$ cat src/rtl/game_pkg.sv
// Shared definitions for the game sequencer: FSM state encoding, default
// parameter values and the player-index width helper.
package game_pkg;

  localparam int DEF_NUM_PLAYERS = 2;
  localparam int DEF_WIN_SCORE   = 8;
  localparam int DEF_SCORE_W     = 4;
  localparam int DEF_TIMEOUT_CYC = 50_000_000;

  typedef enum logic [2:0] {
    S_IDLE     = 3'd0,
    S_ARM      = 3'd1,
    S_TURN     = 3'd2,
    S_REQ      = 3'd3,
    S_WAIT_CMP = 3'd4,
    S_HIT      = 3'd5,
    S_MISS     = 3'd6,
    S_OVER     = 3'd7
  } state_t;

  // Width of a player index: max(1, clog2(n)).
  function automatic int player_w(input int n);
    return (n > 2) ? $clog2(n) : 1;
  endfunction

endpackage

$ cat src/rtl/game_sequencer_if.sv
// Handshake bundle between the game sequencer and its environment
// (board generator, player button, comparator, score display).
//   master : the sequencer side (drives gen_req, cmp_req, hit, player,
//            scores, game_over, winner; receives gen_done, key, cmp_valid,
//            cmp_hit)
//   slave  : the environment side (mirror image)
interface game_sequencer_if #(
  parameter int NUM_PLAYERS = game_pkg::DEF_NUM_PLAYERS,
  parameter int SCORE_W     = game_pkg::DEF_SCORE_W
) ();

  localparam int PW = game_pkg::player_w(NUM_PLAYERS);

  logic                           gen_done;
  logic                           key;
  logic                           cmp_valid;
  logic                           cmp_hit;
  logic                           gen_req;
  logic                           cmp_req;
  logic                           hit;
  logic [PW-1:0]                  player;
  logic [NUM_PLAYERS*SCORE_W-1:0] scores;
  logic                           game_over;
  logic [PW-1:0]                  winner;

  modport master (
    input  gen_done, key, cmp_valid, cmp_hit,
    output gen_req, cmp_req, hit, player, scores, game_over, winner
  );

  modport slave (
    output gen_done, key, cmp_valid, cmp_hit,
    input  gen_req, cmp_req, hit, player, scores, game_over, winner
  );

endinterface

$ cat src/rtl/turn_timer.sv
// Turn timeout down-counter.
//   CLK, RST : clock, asynchronous active-high reset
//   clr      : force the count to zero (highest priority)
//   load     : load TIMEOUT_CYC-1
//   en       : count down by one, stopping at zero
//   expire   : count has reached zero; tied low when TIMEOUT_CYC == 0
// Loaded while the turn is not running, so the first turn cycle sees
// TIMEOUT_CYC-1 and expire rises on the TIMEOUT_CYC-th turn cycle.
module turn_timer
  import game_pkg::*;
#(
  parameter int TIMEOUT_CYC = DEF_TIMEOUT_CYC
) (
  input  logic CLK,
  input  logic RST,
  input  logic clr,
  input  logic load,
  input  logic en,
  output logic expire
);

  localparam int TW = (TIMEOUT_CYC > 1) ? $clog2(TIMEOUT_CYC) : 1;
  localparam logic [TW-1:0] LOAD_VAL = TW'((TIMEOUT_CYC > 0) ? TIMEOUT_CYC - 1 : 0);

  logic [TW-1:0] count_q;

  always_ff @(posedge CLK or posedge RST) begin
    if (RST)                          count_q <= '0;
    else if (clr)                     count_q <= '0;
    else if (load)                    count_q <= LOAD_VAL;
    else if (en && count_q != '0)     count_q <= count_q - TW'(1);
  end

  assign expire = (TIMEOUT_CYC != 0) && (count_q == '0);

endmodule

$ cat src/rtl/game_sequencer.sv
// Turn-based game sequencer. Requests a board, then rotates turns between
// players: each key press in a turn issues a comparison request; a hit
// scores for the current player (who keeps the turn), a miss or a turn
// timeout passes the turn on. The first player to reach WIN_SCORE wins.
//   CLK, RST : clock, asynchronous active-high reset
//   bus      : game_sequencer_if.master -- gen_done/key/cmp_valid/cmp_hit in,
//              gen_req/cmp_req/hit/player/scores/game_over/winner out
// All outputs are registers or decodes of the state register.
module game_sequencer
  import game_pkg::*;
#(
  parameter int NUM_PLAYERS = DEF_NUM_PLAYERS,
  parameter int WIN_SCORE   = DEF_WIN_SCORE,
  parameter int SCORE_W     = DEF_SCORE_W,
  parameter int TIMEOUT_CYC = DEF_TIMEOUT_CYC
) (
  input  logic             CLK,
  input  logic             RST,
  game_sequencer_if.master bus
);

  localparam int PW = player_w(NUM_PLAYERS);

  state_t                         state_q, state_d;
  logic [PW-1:0]                  player_q;
  logic [PW-1:0]                  winner_q;
  logic [NUM_PLAYERS*SCORE_W-1:0] scores_flat;
  logic [SCORE_W-1:0]             cur_score;
  logic [SCORE_W:0]               next_score;
  logic                           cur_win;
  logic                           start;
  logic                           expire;

  // NOTE: state registers use non-blocking assignments so every flop samples
  // the pre-edge values of the others, independent of block ordering.
  always_ff @(posedge CLK or posedge RST) begin
    if (RST) state_q <= S_IDLE;
    else     state_q <= state_d;
  end

  // Score of the current player and whether one more hit wins.
  always_comb begin
    cur_score = '0;
    for (int i = 0; i < NUM_PLAYERS; i++) begin
      if (player_q == PW'(i)) cur_score = scores_flat[i*SCORE_W +: SCORE_W];
    end
    next_score = {1'b0, cur_score} + (SCORE_W+1)'(1);
    cur_win    = (next_score == (SCORE_W+1)'(WIN_SCORE));
  end

  // NOTE: every signal written here gets a default first, so no path
  // through the case leaves a value unassigned and no latch is inferred.
  always_comb begin
    state_d = state_q;
    start   = 1'b0;
    unique case (state_q)
      S_IDLE:     if (bus.gen_done) state_d = S_ARM;
      S_ARM: begin
        if (bus.key) begin
          state_d = S_TURN;
          start   = 1'b1;
        end
      end
      // A key press wins over a coincident timeout.
      S_TURN: begin
        if (bus.key)     state_d = S_REQ;
        else if (expire) state_d = S_MISS;
      end
      S_REQ:      state_d = S_WAIT_CMP;
      S_WAIT_CMP: begin
        if (bus.cmp_valid) state_d = bus.cmp_hit ? S_HIT : S_MISS;
      end
      S_HIT:      state_d = cur_win ? S_OVER : S_TURN;
      S_MISS:     state_d = S_TURN;
      S_OVER:     if (bus.key) state_d = S_IDLE;
      default:    state_d = S_IDLE;
    endcase
  end

  // Timer reloads whenever the turn is not running, so every entry to TURN
  // starts a fresh timeout.
  turn_timer #(
    .TIMEOUT_CYC (TIMEOUT_CYC)
  ) u_turn_timer (
    .CLK    (CLK),
    .RST    (RST),
    .clr    (state_q == S_IDLE),
    .load   (state_q != S_TURN),
    .en     (state_q == S_TURN),
    .expire (expire)
  );

  always_ff @(posedge CLK or posedge RST) begin
    if (RST) begin
      player_q <= '0;
    end else if (start) begin
      player_q <= '0;
    end else if (state_q == S_MISS) begin
      player_q <= (player_q == PW'(NUM_PLAYERS - 1)) ? '0 : player_q + PW'(1);
    end
  end

  always_ff @(posedge CLK or posedge RST) begin
    if (RST)                            winner_q <= '0;
    else if (state_q == S_HIT && cur_win) winner_q <= player_q;
  end

  // Per-player score counters; the WIN_SCORE guard keeps them from wrapping.
  for (genvar i = 0; i < NUM_PLAYERS; i++) begin : g_score
    logic [SCORE_W-1:0] score_q;

    always_ff @(posedge CLK or posedge RST) begin
      if (RST) begin
        score_q <= '0;
      end else if (start) begin
        score_q <= '0;
      end else if (state_q == S_HIT && player_q == PW'(i) &&
                   score_q != SCORE_W'(WIN_SCORE)) begin
        score_q <= score_q + SCORE_W'(1);
      end
    end

    assign scores_flat[i*SCORE_W +: SCORE_W] = score_q;
  end

  assign bus.gen_req   = (state_q == S_IDLE);
  assign bus.cmp_req   = (state_q == S_REQ);
  assign bus.hit       = (state_q == S_HIT);
  assign bus.game_over = (state_q == S_OVER);
  assign bus.player    = player_q;
  assign bus.winner    = winner_q;
  assign bus.scores    = scores_flat;

endmodule

$ cat src/flat_wrapper.sv
// flat-port wrapper written by rule: the top's interface ports become plain ports
module game_sequencer_flat import game_pkg::*;
#(
  parameter int NUM_PLAYERS = DEF_NUM_PLAYERS,
  parameter int WIN_SCORE   = DEF_WIN_SCORE,
  parameter int SCORE_W     = DEF_SCORE_W,
  parameter int TIMEOUT_CYC = DEF_TIMEOUT_CYC
)
  (CLK, RST, bus_gen_done, bus_key, bus_cmp_valid, bus_cmp_hit, bus_gen_req, bus_cmp_req, bus_hit, bus_player, bus_scores, bus_game_over, bus_winner);
  game_sequencer_if #(.NUM_PLAYERS(NUM_PLAYERS), .SCORE_W(SCORE_W)) bus_i ();
  input  logic CLK;
  input  logic RST;
  input wire logic [$bits(bus_i.gen_done)-1:0] bus_gen_done;
  input wire logic [$bits(bus_i.key)-1:0] bus_key;
  input wire logic [$bits(bus_i.cmp_valid)-1:0] bus_cmp_valid;
  input wire logic [$bits(bus_i.cmp_hit)-1:0] bus_cmp_hit;
  output wire logic [$bits(bus_i.gen_req)-1:0] bus_gen_req;
  output wire logic [$bits(bus_i.cmp_req)-1:0] bus_cmp_req;
  output wire logic [$bits(bus_i.hit)-1:0] bus_hit;
  output wire logic [$bits(bus_i.player)-1:0] bus_player;
  output wire logic [$bits(bus_i.scores)-1:0] bus_scores;
  output wire logic [$bits(bus_i.game_over)-1:0] bus_game_over;
  output wire logic [$bits(bus_i.winner)-1:0] bus_winner;
  assign bus_i.gen_done = bus_gen_done;
  assign bus_i.key = bus_key;
  assign bus_i.cmp_valid = bus_cmp_valid;
  assign bus_i.cmp_hit = bus_cmp_hit;
  assign bus_gen_req = bus_i.gen_req;
  assign bus_cmp_req = bus_i.cmp_req;
  assign bus_hit = bus_i.hit;
  assign bus_player = bus_i.player;
  assign bus_scores = bus_i.scores;
  assign bus_game_over = bus_i.game_over;
  assign bus_winner = bus_i.winner;
  game_sequencer #(.NUM_PLAYERS(NUM_PLAYERS), .WIN_SCORE(WIN_SCORE), .SCORE_W(SCORE_W), .TIMEOUT_CYC(TIMEOUT_CYC)) u_core (.CLK(CLK), .RST(RST), .bus(bus_i));
endmodule
$ cat config.mk
export PLATFORM = sky130hd
export DESIGN_NAME = game_sequencer_flat
export DESIGN_NICKNAME = d
export VERILOG_FILES = /design/src/rtl/game_pkg.sv /design/src/rtl/game_sequencer_if.sv /design/src/rtl/turn_timer.sv /design/src/rtl/game_sequencer.sv /design/src/flat_wrapper.sv
export SDC_FILE = /design/constraint.sdc
export NUM_CORES = 1
export LEC_CHECK = 0
export ABC_AREA = 1
export BUFFER_PORTS_ARGS = -buffer_cell sky130_fd_sc_hd__buf_2
export CAP_MARGIN = 40
export CELL_PAD_IN_SITES_DETAIL_PLACEMENT = 0
export CELL_PAD_IN_SITES_GLOBAL_PLACEMENT = 1
export CORE_UTILIZATION = 45
export CTS_BUF_LIST = sky130_fd_sc_hd__clkbuf_4
export DETAILED_ROUTE_END_ITERATION = 8
export PLACE_DENSITY_LB_ADDON = 0.1
export SETUP_SLACK_MARGIN = 0.5
export SLEW_MARGIN = 20
export SYNTH_ARGS = -nofsm -noshare
export SYNTH_HDL_FRONTEND = slang
export SYNTH_HIERARCHICAL = 1
export SYNTH_SLANG_ARGS = --single-unit
$ cat constraint.sdc
create_clock -name CLK -period 2.28 [get_ports CLK]
set_clock_uncertainty 0.05 [all_clocks]
set_input_delay 0.114 -clock CLK [delete_from_list [all_inputs] [get_ports CLK]]
set_output_delay 0.114 -clock CLK [all_outputs]
set_load 0.005 [all_outputs]
# After elaboration in Yosys (flattened, before gate mapping)
# Index checks and enable logic that the tools add are counted.
totals:
  romBits: 0
  elab_cells: 64
  input_bits: 6
  register_bits: 39
  out_inout_bits: 14
  mem_bits_rw: 0
  mem_count: 0
  latchBits: 0
op_classes:
  n_reduce_logical: 14
  bitwise_logic: 1
  addsub: 5
  magnitude_cmp: 0
  mux: 22
  eq_ne: 16
  n_shift: 0
  multipliers: 0
  n_div: 0
ops:
  columns: ["operator", "count"]
  rows:
  - ["2-to-1 mux 26 bit", 3]
  - ["zero test 26 bit", 1]
  - ["nonzero test 26 bit", 1]
  - ["subtractor 26 x 1 -> 26 bit, second input constant", 1]
  - ["case mux 3 bit (8 select lines)", 1]
  - ["2-to-1 mux 3 bit", 7]
  - ["2-to-1 mux 4 bit", 5]
  - ["== test 3 bit, second input constant", 4]
  - ["adder 4 x 1 -> 4 bit, second input constant", 2]
  - ["!= test 2 bit, second input constant", 4]
  - ["!= test 4 bit, second input constant", 2]
  - ["== test 3 x 2 -> 1 bit, second input constant", 2]
  - ["logical AND 1 bit", 6]
  - ["!= test 3 x 2 -> 1 bit, second input constant", 2]
  - ["nonzero test 2 bit", 3]
  - ["adder 4 x 1 -> 5 bit, second input constant", 1]
  - ["== test 5 x 4 -> 1 bit, second input constant", 1]
  - ["2-to-1 mux 1 bit", 5]
  - ["AND reduction 5 bit", 1]
  - ["== test 3 x 1 -> 1 bit, second input constant", 1]
  - ["zero test 3 bit", 1]
  - ["nonzero test 3 bit", 1]
  - ["2-to-1 mux 2 bit", 1]
  - ["adder 1 bit, second input constant", 1]
  - ["inverter 1 bit", 1]

# Depth between registers and ports, before layout
# Gate-level depths: netlist of the first run.
depth:
  word_depth: 5
  depth_mapped: 14
  ltp_nobuf: 14

# Cells and area by module
# Netlist of the first run, hierarchy kept.
by_module_without_submodules:
  columns: ["mod", "area_each_um2", "cells_per_inst", "n_inst"]
  rows:
  - ["turn_timer", 1923.1, 297, 1]
  - ["game_sequencer", 938.4, 124, 1]

# Least setup slack after synthesis of the first run
# No wires, ideal clock.
synth_timing:
  kind: "reg2reg"
  from: "register u_core.state_q[0]"
  to: "register u_core.u_turn_timer.count_q[17]"
  setup_ps: 117
  n_path_buf: 4
  arrival_time_ps: 1628
  required_ps: 2113
  path_slack_ps: 485
  stages_incl_launch_ff: 9
  synth_period_minus_slack_ps: 1795
  cell_sequence: "dfrtp_1 clkbuf_8 nor3_1 clkbuf_1 nor2_1 buf_2 buf_2 nand3_1 nand2_1"
synth_between:
  elab_cells_between_ends: 7
  classes_between: "eq/ne: 2; mux: 2; reduce/logical: 3"
synth_rtl:
  columns: ["item", "line_no", "source"]
  rows:
  - ["from (decl)", "game_sequencer.sv:24", "state_t state_q, state_d;"]
  - ["from (signal assigned)", "game_sequencer.sv:38", "else state_q <= state_d;"]
  - ["zero test 3 bit (*)", null, null]
  - ["net bus_gen_req", "flat_wrapper.sv:17", "output wire logic [$bits(bus_i.gen_req)-1:0] bus_gen_req;"]
  - ["nonzero test 3 bit (no line) / 2-to-1 mux 26 bit (equally long branches)", null, null]
  - ["to (signal assigned)", "turn_timer.sv:31", "else if (en && count_q != '0) count_q <= count_q - TW'(1);"]
  - ["to (decl)", "turn_timer.sv:25", "logic [TW-1:0] count_q;"]
# Mark *: on every way through the listed nets, which the timed path passes. The rest lies on a longest branch.
# A chain may end at the register's enable or synchronous reset.

# Worst setup path after layout of the first run
layout_timing:
  from: "register u_core.u_turn_timer.count_q[0]"
  to: "register u_core.u_turn_timer.count_q[14]"
layout_between:
  elab_chain_len: 4
  elab_cells_between_ends: 7
  classes_between: "add/sub: 1; mux: 3; reduce/logical: 3"
layout_lines:
  columns: ["item", "line_no", "source"]
  rows:
  - ["subtractor 26 x 1 -> 26 bit", "turn_timer.sv:31", null]
  - ["2-to-1 mux 26 bit", "turn_timer.sv:31", null]
  - ["2-to-1 mux 26 bit", "turn_timer.sv:30", "else if (load) count_q <= LOAD_VAL;"]
  - ["2-to-1 mux 26 bit", "turn_timer.sv:29", "else if (clr) count_q <= '0;"]
# Parallel ways exist; a longest one is shown, timed or not. The select of a mux whose other input is x is not followed.

==> results.sh, run 1 <==
export IMPL_status="complete, no violations"
export IMPL_path_buf_inv=1
export IMPL_hold_path_class="in2reg"
export IMPL_grt_max_degree=27
export IMPL_cts_made_buffers=5
export IMPL_worstMarginPinSlew_ps=563
export IMPL_hold_viol_final=0
export IMPL_vias=2799
export IMPL_fin_crit_ps=1750
export IMPL_p_leak_nw=1.69
export IMPL_io_pins=20
export IMPL_drv_slew=0
export IMPL_ys_ff_latch=39
export IMPL_placed_cells=515
export IMPL_cts_sinks=39
export IMPL_num_rows=28
export IMPL_start_kind="register"
export IMPL_ant_nets=0
export IMPL_clk_path_buf_depth=2
export IMPL_layout_area_overhead_vs_synth_pct=17.2
export IMPL_worstHoldPathCells=4
export IMPL_drc=0
export IMPL_ys_warn_count=6
export IMPL_cp_end_kind="register"
export IMPL_dp_hpwl_um=5240
export IMPL_setup_tns_ps=0
export IMPL_syn_nets=432
export IMPL_p_total_mw=3.95
export IMPL_clk_pin_slew_ps=120
export IMPL_drtPass1Iterations=4
export IMPL_nets=474
export IMPL_slew_headroom_pct=62.4
export IMPL_grt_pass1_wl_um=12000
export IMPL_die_w_um=81.7
export IMPL_path_cells="inv_2 -> ha_4 -> nand2_4 -> nor2_4 -> nand2_2 -> nor2_4 -> nand2_4 -> nand2_8 -> nand2_8 -> nand2_4 -> o21ai_0"
export IMPL_wl_per_cell_um=14.0
export IMPL_reg2regPathDepth=11
export IMPL_grt_pass1_vias=2599
export IMPL_setup_viol_count_final=0
export IMPL_cts_tree="yes"
export IMPL_slowest_stage="dfrtp_1"
export IMPL_arrival_ps=1930
export IMPL_viasPerCell=5.19
export IMPL_postSynthAreaPerCell_sq_um=6.80
export IMPL_synthArstFlopShare_pct=100
export IMPL_yosysUniqueCellTypes=35
export IMPL_drt_iter0_drc=191
export IMPL_synthFlopType="dfrtp_1"
export IMPL_ir_worst_vdd_uv=626
export IMPL_cp_top_family="simple AND/OR/NAND/NOR gates"
export IMPL_grt_ovfl_total=0
export IMPL_crit_path_frequent_cell="nand2_4"
export IMPL_worstSetupPathType="reg2reg"
export IMPL_grt_usage_pct=23.9
export IMPL_start_util_pct=47.5
export IMPL_cp_slowest_stage_delay_ps=430
export IMPL_synth_edf_count=0
export IMPL_p_per_area_mw_per_mm2=1180
export IMPL_clk_latency_ps=340
export IMPL_design_core_area_sq_mm=0.00603
export IMPL_cts_max_level=2
export IMPL_fin_cells=539
export IMPL_seq_area_frac_synth_pct=34.1
export IMPL_portBuffers=19
export IMPL_cp_max_fo=9
export IMPL_path_depth=11
export IMPL_grt_antenna_before_repair=0
export IMPL_rsz0062_at_grt="true"
export IMPL_fmax_mhz=571
export IMPL_n_antenna_cell=0
export IMPL_max_cap_viol_count=0
export IMPL_post_route_util_pct=55.6
export IMPL_syn_inst=421
export IMPL_wl_um=7530
export IMPL_die_area_sq_mm=0.00668
export IMPL_min_period_over_period_pct=76.9
export IMPL_routabilityCongestion=0.860
export IMPL_cts_root_buf="clkbuf_4"
export IMPL_die_h_um=81.7
export IMPL_post_route_cells_drive_above_1_share_pct=23.3
export IMPL_required_ps=2460
export IMPL_whs_ps=93.2
export IMPL_synth_cell_area_sq_mm=0.00286
==> power by group <==
part	internal [mW]	total, mW	leakage, nW	switching (mW)
clock	0.127	0.361	0.0307	0.234
combinational	0.870	2.38	1.17	1.51
sequential	0.936	1.21	0.484	0.269
==> repair_timing <==
| action | in CTS | in global routing |
|---|---|---|
| hold endpoints to repair | 39 | 0 |
| cloned | 2 | 1 |
| pin swaps | 5 | 9 |
| setup endpoints to repair | 27 | 30 |
| resized for setup | 11 | 23 |
| buffers inserted | 8 | 4 |
| hold buffers | 1 | 0 |
==> registers in the layout (all words and copies together) (netlist names) <==
name / count
u_core/bus.player: 1
u_core/g_score.score_q: 8
u_core/state_q: 3
u_core/bus.winner: 1
u_core/u_turn_timer/count_q: 26
==> Yosys cell counts, types with 6 or more instances <==
cell     number  area [sq um]
nor2_1       71           267
a21oi_1       8          40.0
nand3_1      66           330
o21ai_2       6          52.6
nand4_1       6          37.5
o21ai_0      15          75.1
inv_2        11          41.3
nand2_1      97           364
inv_1        44           165
nand2_2       6          37.5
dfrtp_1      39           976
==> layout make-up <==
class                      count  area (sq um)
tap                           75          93.8
inverter                      57           223
clock buffer                   6          45.0
timing repair buffer          44           309
sequential                    39           976
fill                         615          2670
clock inverter                 2          7.51
multi-input combinational    316          1700
==> kinds of logic after synthesis <==
group                    count (synthesis)  synth area share, %
AND/OR/NAND/NOR                        265                 42.2
buffers and inverters                   69                 11.6
adder cells (fa/ha/maj)                  5                 2.19
flip-flops                              39                 34.1
XOR/XNOR                                 5                 1.53
AO/OA/AOI/OAI                           38                 8.35
==> final timing paths <==
kind,to,startpoint,slack [ps]
worst max-delay path,u_core/u_turn_timer/count_q[14],u_core/u_turn_timer/count_q[0],530
worst min-delay path,u_core/state_q[1],bus_key,90
worst max register to register,u_core/u_turn_timer/count_q[14],u_core/u_turn_timer/count_q[0],530
worst min register to register,u_core/bus.winner,u_core/bus.winner,500
max in group asynchronous,u_core/g_score[0].score_q[1],RST,1510
min in group asynchronous,u_core/g_score[0].score_q[2],RST,310
==> placed cells by master, fill, tap and decap left out, types with 2 or more instances in the layout <==
| master | instances |
|---|---|
| o21ai_1 | 8 |
| inv_1 | 42 |
| nor2_4 | 7 |
| nand3b_1 | 2 |
| ha_1 | 4 |
| buf_4 | 20 |
| buf_6 | 3 |
| nand2_2 | 4 |
| o21ai_0 | 11 |
| dfrtp_1 | 39 |
| xor2_1 | 5 |
| nor2_1 | 65 |
| nand3_4 | 2 |
| buf_2 | 19 |
| inv_2 | 12 |
| nand4_1 | 6 |
| nand3_2 | 3 |
| o21ai_2 | 6 |
| a21oi_2 | 2 |
| clkbuf_4 | 6 |
| clkinv_1 | 2 |
| nand3_1 | 64 |
| nand2_4 | 4 |
| nand2_8 | 3 |
| nand2_1 | 96 |
| a21oi_1 | 7 |
| nor2_2 | 9 |
==> per-layer routing <==
metal | GRT usage [%] | routed length, um | vias to the layer above
li1 | - | - | 1431
met2 | 38.3 | 3540 | 58
met5 | 0 | 0 | -
met1 | 32.9 | 3610 | 1300
met3 | 4.22 | 269 | 10
met4 | 6.32 | 106 | 0
==> per-stage QoR <==
stage          cell area (sq um)  setup WS [ps]
3_5_place_dp                3030            112
2_1_floorplan               2860            574
4_1_cts                     3220            491
3_3_place_gp                3030            187
6_report                    3350            527
5_1_grt                     3350            445
==> tightest hold or removal path, delay by kind of cell <==
family                 cells  cell delay [ps]
AO/OA/AOI/OAI              2              120
buffers and inverters      2              230
Note: power is estimated with default switching activity, not from simulation.
==> run 2, diff against run 1 <==
clock period = 1.79 ns   (was 2.28 ns; I/O delays follow)
==> results.sh, run 2 (synthesis results as in run 1) <==
export IMPL_status="complete, no violations"
export IMPL_grt_antenna_before_repair=0
export IMPL_path_depth=11
export IMPL_grt_pass1_wl_um=13000
export IMPL_reg2regPathDepth=11
export IMPL_largest_reg_flops=26
export IMPL_cts_tree="yes"
export IMPL_routabilityCongestion=0.852
export IMPL_drtPass1Iterations=4
export IMPL_drv_slew=0
export IMPL_fmax_mhz=573
export IMPL_max_cap_viol_count=0
export IMPL_wl_per_cell_um=14.2
export IMPL_ant_nets=0
export IMPL_fin_cells=565
export IMPL_setup_viol_count_final=0
export IMPL_final_common_cell="nand2_1"
export IMPL_wl_um=8000
export IMPL_largestRegisters="u_core/u_turn_timer/count_q (26), u_core/g_score.score_q (8), u_core/state_q (3)"
export IMPL_setup_tns_ps=0
export IMPL_min_period_over_period_pct=97.5
export IMPL_viasPerCell=5.19
export IMPL_die_w_um=81.7
export IMPL_r2r_end="u_core/u_turn_timer/count_q[12]"
export IMPL_pre_cts_slack_ps=-75.0
export IMPL_placed_cells=527
export IMPL_worstSetupPathType="reg2reg"
export IMPL_clk_latency_ps=370
export IMPL_die_h_um=81.7
export IMPL_hold_path_class="in2reg"
export IMPL_layout_common_cells="nand2_1 (88), nor2_1 (57), nand3_1 (56)"
export IMPL_fill_cells=551
export IMPL_slowest_stage="dfrtp_1"
export IMPL_cp_max_fo=7
export IMPL_num_rows=28
export IMPL_cts_made_buffers=5
export IMPL_path_cells="inv_2 -> ha_4 -> nand2_4 -> nor2_4 -> nand2_2 -> nor2_4 -> nand2_4 -> nand2_8 -> nand2_8 -> nand2_8 -> o21ai_2"
export IMPL_grt_max_degree=27
export IMPL_path_buf_inv=1
export IMPL_cts_max_level=2
export IMPL_p_leak_nw=1.90
export IMPL_fin_crit_ps=1740
export IMPL_cp_top_family="simple AND/OR/NAND/NOR gates"
export IMPL_ir_worst_vdd_uv=835
export IMPL_slew_headroom_pct=63.5
export IMPL_grt_pass1_vias=2708
export IMPL_fin_ws_ps=45.1
export IMPL_r2r_start="u_core/u_turn_timer/count_q[0]"
export IMPL_post_route_util_pct=63.7
export IMPL_reg2reg_slack_ps=50
export IMPL_arrival_ps=1970
export IMPL_clk_path_buf_depth=2
export IMPL_worstMarginPinSlew_ps=547
export IMPL_start_kind="register"
export IMPL_start_util_pct=47.5
export IMPL_layout_area_overhead_vs_synth_pct=34.1
export IMPL_clk_pin_slew_ps=140
export IMPL_cts_sinks=39
export IMPL_die_area_sq_mm=0.00668
export IMPL_grt_ovfl_total=0
export IMPL_rsz0062_at_grt="true"
export IMPL_required_ps=2010
export IMPL_design_core_area_sq_mm=0.00603
export IMPL_top_register="u_core/u_turn_timer/count_q"
export IMPL_cp_startpoint="u_core/u_turn_timer/count_q[0]"
export IMPL_hold_viol_final=0
export IMPL_n_antenna_cell=0
export IMPL_drc=0
export IMPL_grt_usage_pct=25.5
export IMPL_cts_root_buf="clkbuf_4"
export IMPL_cp_slowest_stage_delay_ps=410
export IMPL_cp_end_kind="register"
export IMPL_io_pins=20
export IMPL_post_route_cells_drive_above_1_share_pct=36.7
export IMPL_drt_iter0_drc=155
export IMPL_dp_hpwl_um=5290
export IMPL_vias=2931
export IMPL_nets=500
export IMPL_crit_path_frequent_cell="nand2_8"
export IMPL_cp_endpoint="u_core/u_turn_timer/count_q[12]"
export IMPL_portBuffers=19
export IMPL_p_per_area_mw_per_mm2=1570
-- run 2: cell types whose count changed in the layout (fill, tap and decap cells not counted), sizes merged --
cell,before,now
buf,43,70
a21oi,10,9
clkbuf,6,5
bufinv,0,2
clkinv,3,0
inv,56,57
clkinvlp,0,1
-- run 2: routing by layer --
| layer | routed length, um | track usage [%] | part of all wire (%) |
|---|---|---|---|
| met4 | 95 | 4.74 | 1.2 |
| met3 | 257 | 3.89 | 3.2 |
| met5 | 0 | 0 | 0 |
| met2 | 4040 | 45.0 | 51 |
| met1 | 3600 | 33.0 | 45 |
-- run 2: worst min path at each step --
stage           startpoint                      endpoint  cells after the start
2_1_floorplan          RST             u_core/bus.player                      1
3_3_place_gp           RST  u_core/g_score[1].score_q[0]                      2
3_5_place_dp           RST  u_core/g_score[1].score_q[0]                      2
4_1_cts            bus_key             u_core/state_q[1]                      4
5_1_grt            bus_key             u_core/state_q[1]                      4
6_report       bus_cmp_hit             u_core/state_q[1]                      4
-- run 2: per-stage QoR --
step	power [mW]	hold WS (ps)	instance area (sq um)
detailed placement	4.29	114	3170
finish	6.03	76.0	3840
floorplan	3.62	-83.5	2940
global route	6.52	64.4	3840
global placement	4.22	115	3170
CTS	5.57	50.0	3590
-- run 2: report_power, final --
group | switching (mW) | internal [mW] | leakage, nW | total, mW
clock | 0.339 | 0.434 | 0.0514 | 0.773
sequential | 0.280 | 1.19 | 0.484 | 1.47
combinational | 2.24 | 1.54 | 1.37 | 3.78
-- run 2: final cells by class --
| cell class | count | area, sq um | area share [%] |
|---|---|---|---|
| clock buffer | 5 | 37.5 | 0.978 |
| clock inverter | 3 | 67.6 | 1.76 |
| inverter | 57 | 221 | 5.77 |
| multi-input combinational | 315 | 1890 | 49.3 |
| sequential | 39 | 976 | 25.4 |
| tap | 75 | 93.8 | 2.44 |
| timing repair buffer | 71 | 552 | 14.4 |
-- run 2: repair_timing --
item                                    4_1_cts  5_1_grt
resized for setup                            45       50
setup buffers                                17        9
pin swaps                                    13       22
hold buffers                                  1        0
endpoints found under the setup margin       41       43
endpoints found under the hold margin        39        0
gates cloned                                  2        1
-- run 2: worst reg2reg max path: stages (launching register included) --
cell and delay [ps]:
dfrtp_1 410, inv_2 80, ha_4 170, nand2_4 70
nor2_4 100, nand2_2 80, nor2_4 140, nand2_4 100
nand2_8 120, nand2_8 120, nand2_8 130, o21ai_2 60
